--- src/rtl/mem_arbiter_if.sv ---
// Native valid/ready memory bus. A requester drives valid/addr/wdata/wstrb and
// waits for ready; the responder returns ready and rdata in the completing cycle.
interface mem_arbiter_if #(
  parameter int ADDR_WIDTH = 32,
  parameter int DATA_WIDTH = 32
);
  logic                      valid;
  logic [ADDR_WIDTH-1:0]     addr;
  logic [DATA_WIDTH-1:0]     wdata;
  logic [DATA_WIDTH/8-1:0]   wstrb;
  logic                      ready;
  logic [DATA_WIDTH-1:0]     rdata;

  // Side that issues requests.
  modport master (
    output valid, addr, wdata, wstrb,
    input  ready, rdata
  );

  // Side that answers requests.
  modport slave (
    input  valid, addr, wdata, wstrb,
    output ready, rdata
  );
endinterface

--- src/rtl/mem_arbiter.sv ---
// Two-master / one-slave arbiter for the native memory bus.
// Round-robin between m0 (CPU) and m1 (DMA), grant held for a whole transfer,
// back-to-back hand-over when the other master is waiting, and a watchdog that
// answers a stalled transfer with ERR_DATA and a one-cycle timeout_err pulse.
module mem_arbiter #(
  parameter int                    ADDR_WIDTH = 32,
  parameter int                    DATA_WIDTH = 32,
  parameter int                    TIMEOUT    = 255,
  parameter logic [DATA_WIDTH-1:0] ERR_DATA   = 32'hDEADBEEF
) (
  input  logic                 clk,
  input  logic                 rst_n,
  mem_arbiter_if.slave         m0,
  mem_arbiter_if.slave         m1,
  mem_arbiter_if.master        s,
  output logic [1:0]           grant,
  output logic                 timeout_err
);

  localparam int STRB_WIDTH = DATA_WIDTH / 8;
  // Watchdog counter only ever reaches TIMEOUT-1, so it can never wrap.
  localparam int WD_W = (TIMEOUT > 0) ? $clog2(TIMEOUT + 1) : 1;
  localparam logic [WD_W-1:0] WD_LAST = (TIMEOUT > 0) ? WD_W'(TIMEOUT - 1) : '0;

  typedef enum logic [1:0] {
    IDLE = 2'd0,
    GNT0 = 2'd1,
    GNT1 = 2'd2,
    ERR  = 2'd3
  } state_t;

  state_t          state_reg;
  logic [1:0]      grant_reg;        // one-hot owner, also held through ERR
  logic            last_reg;         // index of the master served last
  logic [WD_W-1:0] wd_cnt_reg;
  logic            timeout_err_reg;

  // Masters gathered into index-able arrays so both sides share one mux.
  logic [1:0]            req;
  logic [ADDR_WIDTH-1:0] mst_addr  [2];
  logic [DATA_WIDTH-1:0] mst_wdata [2];
  logic [STRB_WIDTH-1:0] mst_wstrb [2];
  logic [1:0]            rsp_ready;
  logic [DATA_WIDTH-1:0] rsp_rdata [2];

  assign req          = {m1.valid, m0.valid};
  assign mst_addr[0]  = m0.addr;
  assign mst_addr[1]  = m1.addr;
  assign mst_wdata[0] = m0.wdata;
  assign mst_wdata[1] = m1.wdata;
  assign mst_wstrb[0] = m0.wstrb;
  assign mst_wstrb[1] = m1.wstrb;

  logic cur;      // index of the current owner (valid only when grant_reg != 0)
  logic in_gnt;   // a transfer is being presented to the slave
  assign cur    = grant_reg[1];
  assign in_gnt = (state_reg == GNT0) || (state_reg == GNT1);

  // Winner when leaving IDLE: the only requester, or on a tie the one not served last.
  logic idle_pick_next;
  assign idle_pick_next = (req == 2'b11) ? ~last_reg : req[1];

  // Where a finished (completed or timed-out) transfer goes: straight to the
  // other master if it is waiting, otherwise back to IDLE.
  state_t     hand_state_next;
  logic [1:0] hand_grant_next;
  always_comb begin
    hand_state_next = IDLE;
    hand_grant_next = 2'b00;
    if (req[~cur]) begin
      hand_state_next = cur ? GNT0 : GNT1;
      hand_grant_next = cur ? 2'b01 : 2'b10;
    end
  end

  // Arbitration FSM with watchdog; grant and timeout_err are registered here.
  always_ff @(posedge clk or negedge rst_n) begin
    if (!rst_n) begin
      state_reg       <= IDLE;
      grant_reg       <= 2'b00;
      last_reg        <= 1'b1;
      wd_cnt_reg      <= '0;
      timeout_err_reg <= 1'b0;
    end else begin
      timeout_err_reg <= 1'b0;
      unique case (state_reg)
        IDLE: begin
          if (|req) begin
            state_reg <= idle_pick_next ? GNT1 : GNT0;
            grant_reg <= idle_pick_next ? 2'b10 : 2'b01;
          end
        end
        GNT0, GNT1: begin
          if (!req[cur]) begin
            // Owner withdrew: abandon the transfer without a ready.
            state_reg  <= IDLE;
            grant_reg  <= 2'b00;
            last_reg   <= cur;
            wd_cnt_reg <= '0;
          end else if (s.ready) begin
            state_reg  <= hand_state_next;
            grant_reg  <= hand_grant_next;
            last_reg   <= cur;
            wd_cnt_reg <= '0;
          end else if (TIMEOUT > 0) begin
            if (wd_cnt_reg == WD_LAST) begin
              state_reg       <= ERR;
              wd_cnt_reg      <= '0;
              timeout_err_reg <= 1'b1;
            end else begin
              wd_cnt_reg <= wd_cnt_reg + 1'b1;
            end
          end
        end
        ERR: begin
          state_reg  <= hand_state_next;
          grant_reg  <= hand_grant_next;
          last_reg   <= cur;
          wd_cnt_reg <= '0;
        end
        default: begin
          state_reg <= IDLE;
          grant_reg <= 2'b00;
        end
      endcase
    end
  end

  // Per-master response: live slave ready/rdata while owning the bus,
  // forced error answer in ERR, zero for the master not granted.
  generate
    for (genvar gi = 0; gi < 2; gi++) begin : g_rsp
      assign rsp_ready[gi] = grant_reg[gi] &
                             ((state_reg == ERR) | (in_gnt & req[gi] & s.ready));
      assign rsp_rdata[gi] = !grant_reg[gi]     ? '0       :
                             (state_reg == ERR) ? ERR_DATA :
                             in_gnt             ? s.rdata  : '0;
    end
  endgenerate

  assign m0.ready = rsp_ready[0];
  assign m1.ready = rsp_ready[1];
  assign m0.rdata = rsp_rdata[0];
  assign m1.rdata = rsp_rdata[1];

  // Slave request follows the owner's valid directly so an abort drops it at once.
  assign s.valid = in_gnt & req[cur];
  assign s.addr  = in_gnt ? mst_addr[cur]  : '0;
  assign s.wdata = in_gnt ? mst_wdata[cur] : '0;
  assign s.wstrb = in_gnt ? mst_wstrb[cur] : '0;

  assign grant       = grant_reg;
  assign timeout_err = timeout_err_reg;

endmodule
--- src/flat_wrapper.sv ---
// flat-port wrapper written by rule: the top's interface ports become plain ports
module mem_arbiter_flat 
#(
  parameter int                    ADDR_WIDTH = 32,
  parameter int                    DATA_WIDTH = 32,
  parameter int                    TIMEOUT    = 255,
  parameter logic [DATA_WIDTH-1:0] ERR_DATA   = 32'hDEADBEEF
)
  (clk, rst_n, grant, timeout_err, m0_valid, m0_addr, m0_wdata, m0_wstrb, m0_ready, m0_rdata, m1_valid, m1_addr, m1_wdata, m1_wstrb, m1_ready, m1_rdata, s_valid, s_addr, s_wdata, s_wstrb, s_ready, s_rdata);
  mem_arbiter_if #(.ADDR_WIDTH(ADDR_WIDTH), .DATA_WIDTH(DATA_WIDTH)) m0_i ();
  mem_arbiter_if #(.ADDR_WIDTH(ADDR_WIDTH), .DATA_WIDTH(DATA_WIDTH)) m1_i ();
  mem_arbiter_if #(.ADDR_WIDTH(ADDR_WIDTH), .DATA_WIDTH(DATA_WIDTH)) s_i ();
  input  logic clk;
  input  logic rst_n;
  output logic [1:0] grant;
  output logic timeout_err;
  input wire logic [$bits(m0_i.valid)-1:0] m0_valid;
  input wire logic [$bits(m0_i.addr)-1:0] m0_addr;
  input wire logic [$bits(m0_i.wdata)-1:0] m0_wdata;
  input wire logic [$bits(m0_i.wstrb)-1:0] m0_wstrb;
  output wire logic [$bits(m0_i.ready)-1:0] m0_ready;
  output wire logic [$bits(m0_i.rdata)-1:0] m0_rdata;
  input wire logic [$bits(m1_i.valid)-1:0] m1_valid;
  input wire logic [$bits(m1_i.addr)-1:0] m1_addr;
  input wire logic [$bits(m1_i.wdata)-1:0] m1_wdata;
  input wire logic [$bits(m1_i.wstrb)-1:0] m1_wstrb;
  output wire logic [$bits(m1_i.ready)-1:0] m1_ready;
  output wire logic [$bits(m1_i.rdata)-1:0] m1_rdata;
  output wire logic [$bits(s_i.valid)-1:0] s_valid;
  output wire logic [$bits(s_i.addr)-1:0] s_addr;
  output wire logic [$bits(s_i.wdata)-1:0] s_wdata;
  output wire logic [$bits(s_i.wstrb)-1:0] s_wstrb;
  input wire logic [$bits(s_i.ready)-1:0] s_ready;
  input wire logic [$bits(s_i.rdata)-1:0] s_rdata;
  assign m0_i.valid = m0_valid;
  assign m0_i.addr = m0_addr;
  assign m0_i.wdata = m0_wdata;
  assign m0_i.wstrb = m0_wstrb;
  assign m0_ready = m0_i.ready;
  assign m0_rdata = m0_i.rdata;
  assign m1_i.valid = m1_valid;
  assign m1_i.addr = m1_addr;
  assign m1_i.wdata = m1_wdata;
  assign m1_i.wstrb = m1_wstrb;
  assign m1_ready = m1_i.ready;
  assign m1_rdata = m1_i.rdata;
  assign s_valid = s_i.valid;
  assign s_addr = s_i.addr;
  assign s_wdata = s_i.wdata;
  assign s_wstrb = s_i.wstrb;
  assign s_i.ready = s_ready;
  assign s_i.rdata = s_rdata;
  mem_arbiter #(.ADDR_WIDTH(ADDR_WIDTH), .DATA_WIDTH(DATA_WIDTH), .TIMEOUT(TIMEOUT), .ERR_DATA(ERR_DATA)) u_core (.clk(clk), .rst_n(rst_n), .m0(m0_i), .m1(m1_i), .s(s_i), .grant(grant), .timeout_err(timeout_err));
endmodule
--- config.mk ---
export PLATFORM = sky130hd
export DESIGN_NAME = mem_arbiter_flat
export DESIGN_NICKNAME = d
export VERILOG_FILES = /design/src/rtl/mem_arbiter_if.sv /design/src/rtl/mem_arbiter.sv /design/src/flat_wrapper.sv
export SDC_FILE = /design/constraint.sdc
export NUM_CORES = 1
export LEC_CHECK = 0
export CAP_MARGIN = 20
export CORE_AREA = 2 2 121 123
export DETAILED_ROUTE_END_ITERATION = 12
export DIE_AREA = 0 0 123 125
export PLACE_DENSITY = 0.71
export SLEW_MARGIN = 20
export SYNTH_ARGS = -nofsm -noshare
export SYNTH_HDL_FRONTEND = slang
export SYNTH_SLANG_ARGS = --single-unit
export TNS_END_PERCENT = 50
--- constraint.sdc ---
create_clock -name clk -period 2.2 [get_ports clk]
set_input_delay 0.44 -clock clk [delete_from_list [all_inputs] [get_ports clk]]
set_output_delay 0.44 -clock clk [all_outputs]
set_load 0.005 [all_outputs]
Word level (Yosys, flattened, before mapping). Cells that the tools add are included.

Flip-flop bits (word level): 14. Input port bits: 173. Output and inout bits: 138. Word-level logic and storage cells: 80.

$add $sub $neg: 1. $lt $le $gt $ge: 3. Equality and inequality tests: 8. Muxes and demuxes: 43. Bitwise logic cells: 12. Reductions and logical operators: 8.

Operator list (count): 2-to-1 mux 32 bit (12); 2-to-1 mux 8 bit (3); 2-to-1 mux 2 bit (9); 2-to-1 mux 4 bit (4); case mux 8 bit (2 select lines) (1); case mux 2 bit (3 select lines) (2); 2-to-1 mux 1 bit (11); adder 8 x 1 -> 8 bit, second input constant (1); equality test 8 bit, second input constant (1); bitwise AND 1 bit (7); equality test 2 bit, second input constant (3); AND reduction 2 bit (3); less-than comparator 1 x 2 -> 1 bit, second input constant (2); inequality test 4 bit, second input constant (1); OR reduction 2 bit (2); inequality test 3 bit, second input constant (1); equality test 2 x 1 -> 1 bit, second input constant (1); >= comparator 2 bit, second input constant (1); zero test 2 bit (1); inequality test 2 x 1 -> 1 bit, second input constant (1); inverter 1 bit (2); inverter 1 -> 2 bit (1); OR 1 bit (2); case mux 1 bit (2 select lines) (1); other kinds (2) (2).

Logic depth before layout (Yosys ltp).
Word-level depth: 7. Mapped depth: 7. Gate-level depth less buffers: 6.

Least setup slack after synthesis. Ideal clock, no wire load.

Path kind: reg-to-output. Start point: reg u_core.state_reg[0]. End point: out s_addr[0]. Arrival time: 1.546 ns. Slack: 0.214 ns. Cell stages (with the launch flop): 7. Path through: dfrtp_1 inv_1 ha_1 clkbuf_1 clkbuf_1 clkbuf_1 nor2b_1.

Longest elaborated chain between the ends: 3. Elaborated cells on any way between the ends: 4. Those cells by class: eq/ne: 2; mux: 1; reduce/logical: 1.

Ends and longest elaborated chain: from (decl) (line mem_arbiter.sv:32) `state_t state_reg;`; from (signal assigned) (line mem_arbiter.sv:89) `state_reg <= idle_pick_next ? GNT1 : GNT0;`; from (signal assigned) (line mem_arbiter.sv:101) `state_reg <= hand_state_next;`; from (signal assigned) (line mem_arbiter.sv:116) `state_reg <= hand_state_next;`; equality test 2 x 1 -> 1 bit / equality test 2 bit (equally long branches) (line mem_arbiter.sv:57) `assign in_gnt = (state_reg == GNT0) || (state_reg == GNT1);`; logical OR 1 bit * (line mem_arbiter.sv:57); 2-to-1 mux 32 bit * (line mem_arbiter.sv:148) `assign s.addr = in_gnt ? mst_addr[cur] : '0;`; to (decl) (line flat_wrapper.sv:30) `output wire logic [$bits(s_i.addr)-1:0] s_addr;`.

Mark *: on every way between the ends. The rest lies on a longest branch, timed or not.

Worst setup path after layout.
Start point: reg u_core.state_reg[0]. End point: out m1_rdata[24].

Longest elaborated chain between the ends: 5. Elaborated cells on any way between the ends: 7. Those cells by class: eq/ne: 3; mux: 3; reduce/logical: 1.

Ends and longest elaborated chain: equality test 2 x 1 -> 1 bit / equality test 2 bit (equally long branches) (line mem_arbiter.sv:57); logical OR 1 bit (line mem_arbiter.sv:57); 2-to-1 mux 32 bit (line mem_arbiter.sv:137) `in_gnt ? s.rdata : '0;`; 2-to-1 mux 32 bit * (line mem_arbiter.sv:136) `(state_reg == ERR) ? ERR_DATA :`; 2-to-1 mux 32 bit * (line mem_arbiter.sv:135) `assign rsp_rdata[gi] = !grant_reg[gi] ? '0 :`; to (decl) (line flat_wrapper.sv:28) `output wire logic [$bits(m1_i.rdata)-1:0] m1_rdata;`.

Marked as above.

==> summary.md <==
| Metric | Value |
|---|---|
| DRC violation count after routing | `0` |
| Number of antenna violations at the first check in global routing | `0` |
| Core Rows | `44` |
| Placement Setup Slack | `-0.104 ns` |
| Vias in the first global route | `3653` |
| H-tree depth | `1` |
| Max-slew violation count | `0` |
| CTS hold repair buffers | `0` |
| Root cell of the clock tree | `sky130_fd_sc_hd__clkbuf_16` |
| Number of CTS-inserted buffers | `3` |
| Launching element type of the critical path | `register` |
| Violated checks | `negative setup slack` |
| Netlist cell types | `39` |
| Most instantiated cells after synthesis | `sky130_fd_sc_hd__nor2b_1, sky130_fd_sc_hd__mux2i_1, sky130_fd_sc_hd__a21oi_1` |
| Drt initial violations | `74` |
| Number of flops mapped to enable cells by yosys | `0` |
| Proportion of register bits with asynchronous set or reset after synthesis | `1.00` |
| Synthesized Nets | `521` |
| Bufs on Longest Clock Path | `2` |
| Overall track demand over capacity in global routing | `0.174` |
| Flops & latches, synth | `14` |
| Post-route insts no fill | `854` |
| Die W | `123 um` |
| PwrDens | `1170 nW/um^2` |
| Final period demand of the worst path | `2.35 ns` |
| Final-report hold violation count | `0` |
| Kind of end point of the critical path | `primary output` |
| Router iterations before antenna repair | `4` |
| Via count | `3699` |
| Layout cell share with drive strength beyond 1 | `0.127` |
| Clk sink count | `14` |
| Maximum capacitance violations | `0` |
| Total Die Area | `15400 um^2` |
| Area of combinational cells with multiple inputs | `2230 um^2` |
| Worst vdd ir | `0.000618 V` |
| Number of instances in the placed design | `836` |
| Slowest-stage cell, CP | `sky130_fd_sc_hd__clkdlybuf4s50_1` |
| Req. time, crit path | `1.76 ns` |
| Worst-Skew Late Latency | `0.24 ns` |
| Top-count cell post-synth | `sky130_fd_sc_hd__nor2b_1` |
| Clock Skew | `0.00175 ns` |
| Smallest setup slack after layout | `-0.148 ns` |
| Worst path cell trace | `buf_4, ha_2, and3b_2, and2_4, clkdlybuf4s50_1` |
| Global route overflow | `0` |
| Average wire length per cell after detail routing | `17.3 um` |
| Hold crit path type | `register to register` |
| FF/Latch Area | `355 um^2` |
| Post-synthesis cell count | `344` |
| Starting density of the core | `0.183` |
| Register area share after synthesis | `0.135` |
| Die Ht | `125 um` |
| Post-DP HPWL | `11600 um` |
| Fraction of synthesized cell area taken by the top area cell type | `0.286` |
| Count of antenna diodes in the layout | `0` |
| Cell type with the largest total area after synthesis | `sky130_fd_sc_hd__nor2b_1` |
| Critical setup path kind | `register to primary output` |
| Count of antenna-violating nets left after detailed routing | `0` |
| Flip-flop count of the largest register, all copies and words added | `8` |
| Mean number of vias per cell | `4.33` |
| Synthesized area | `2600 um^2` |
| Delay of the slowest critical-path stage | `0.49 ns` |
| Syn. warnings | `0` |
| Total of endpoints with negative setup slack in the final report | `25` |
| Wire length of the first global-routing pass | `20900 um` |
| WP data arrival | `1.91 ns` |
| Final clock period utilization by the worst path | `1.07` |
| Status | `complete, but fails checks` |
| Total wire length after detailed routing | `14700 um` |
| Core Box Area | `14200 um^2` |
| Worst-margin pin slew | `0.663 ns` |
| Final cell utilization of the core | `0.448` |
| Leakage power of the design | `3.07 nW` |
| Area delta synth->final | `144%` |
| Clock tree from TritonCTS | `built` |
| # port buffers | `310` |
| Ranking of synthesized cells by area | `sky130_fd_sc_hd__nor2b_1, sky130_fd_sc_hd__mux2i_1, sky130_fd_sc_hd__dfrtp_1, sky130_fd_sc_hd__a21oi_1, sky130_fd_sc_hd__and2_1` |
| Filler Cell Count | `1401` |
| Final weighted congestion in routability-driven placement | `0.929` |
| RSZ-0062 raised after global routing | `yes` |
| Top FF cell, synth | `sky130_fd_sc_hd__dfrtp_1` |
| Avg Synthesized Cell Area | `7.57 um^2` |
| Clock-pin slew reported for the worst setup and hold paths after clock tree synthesis | `0.05 ns` |
| Maximum number of pins on one net before global-route repair | `26` |
| NumNets Final | `848` |
| Fmax | `426 MHz` |
| Relative slew margins | `0.556` |
| Number of ports placed on the die boundary | `311` |
| Crit-path max FO | `8` |
cell usage in the layout, fill, tap and decap left out, drive strengths merged, types with 4 or more instances in the layout:
cell           count
dfrtp             13
a21oi             29
nand2             10
buf               42
dlymetal6s2s       8
dlygate4sd2      109
nor2               8
ha                 4
nor2b            119
mux2i             69
clkbuf             9
and2              18
clkdlybuf4s50    180
clkdlybuf4s15      8
nand3              4
critical path: cells and delay by family (launching register included):
family,cells,cell delay (ns)
DFF,1,0.37
buffers and inverters,2,0.63
and+or+nand+nor,2,0.46
adders and majority gates,1,0.20
what timing repair did:
action	CTS	global route
gates cloned	2	1
buffers inserted	4	7
gates resized for setup	144	39
pin swaps	3	2
setup endpoints to repair	135	73
final cells by class:
class	instances	area share
repair buffers	352	0.543
well taps	184	0.0362
multi-input cells	297	0.350
clock buffers	4	0.0140
flip-flops and latches	14	0.0558
inverters	3	0.00177
per-layer routing:
| layer | vias to the layer above | track usage | share of wire |
|---|---|---|---|
| li1 | 1813 | - | - |
| met1 | 1732 | 0.213 | 0.41 |
| met2 | 144 | 0.319 | 0.50 |
| met3 | 10 | 0.0342 | 0.078 |
| met4 | 0 | 0.0207 | 0.0090 |
| met5 | - | 0 | 0 |
kinds of logic (layout without fill, tap and decap cells):
group,Yosys count,after routing,synth area share
simple gates,173,173,0.402
mux,72,72,0.280
compound gates,46,46,0.104
buf+inv,33,359,0.0543
flops,14,14,0.135
fa+ha+maj,4,4,0.0192
xor+xnor,2,2,0.00673
path summary, 6_finish.rpt:
| path | from | end | slack [ns] | cells after the start |
|---|---|---|---|---|
| max | u_core.state_reg[0] | m1_rdata[24] | -0.15 | 5 |
| min | u_core.wd_cnt_reg[4] | u_core.wd_cnt_reg[4] | 0.56 | 1 |
| max reg2reg | u_core.state_reg[1] | u_core.grant[0] | 0.22 | 8 |
| min reg2reg | u_core.wd_cnt_reg[4] | u_core.wd_cnt_reg[4] | 0.56 | 1 |
| max in group asynchronous | rst_n | u_core.grant[1] | 1.10 | 1 |
| min in group asynchronous | rst_n | u_core.wd_cnt_reg[4] | 0.60 | 1 |
report_power, final:
part,switching [W],internal [W]
registers,0.0000511,0.000328
clock network,0.000106,0.000275
logic,0.00289,0.00383
metrics by stage:
| stage | hold WS (ns) | setup TNS (ns) | power (W) | area, um^2 |
|---|---|---|---|---|
| 2_1_floorplan | 0.144 | 0 | 0.00318 | 2610 |
| 3_3_place_gp | 0.528 | -2.18 | 0.00691 | 6110 |
| 3_5_place_dp | 0.540 | -2.60 | 0.00698 | 6110 |
| 4_1_cts | 0.554 | -2.42 | 0.00720 | 6210 |
| 5_1_grt | 0.604 | -6.11 | 0.00802 | 6370 |
| 6_report | 0.556 | -0.724 | 0.00747 | 6370 |
Note: power is estimated with default switching activity, not from simulation.
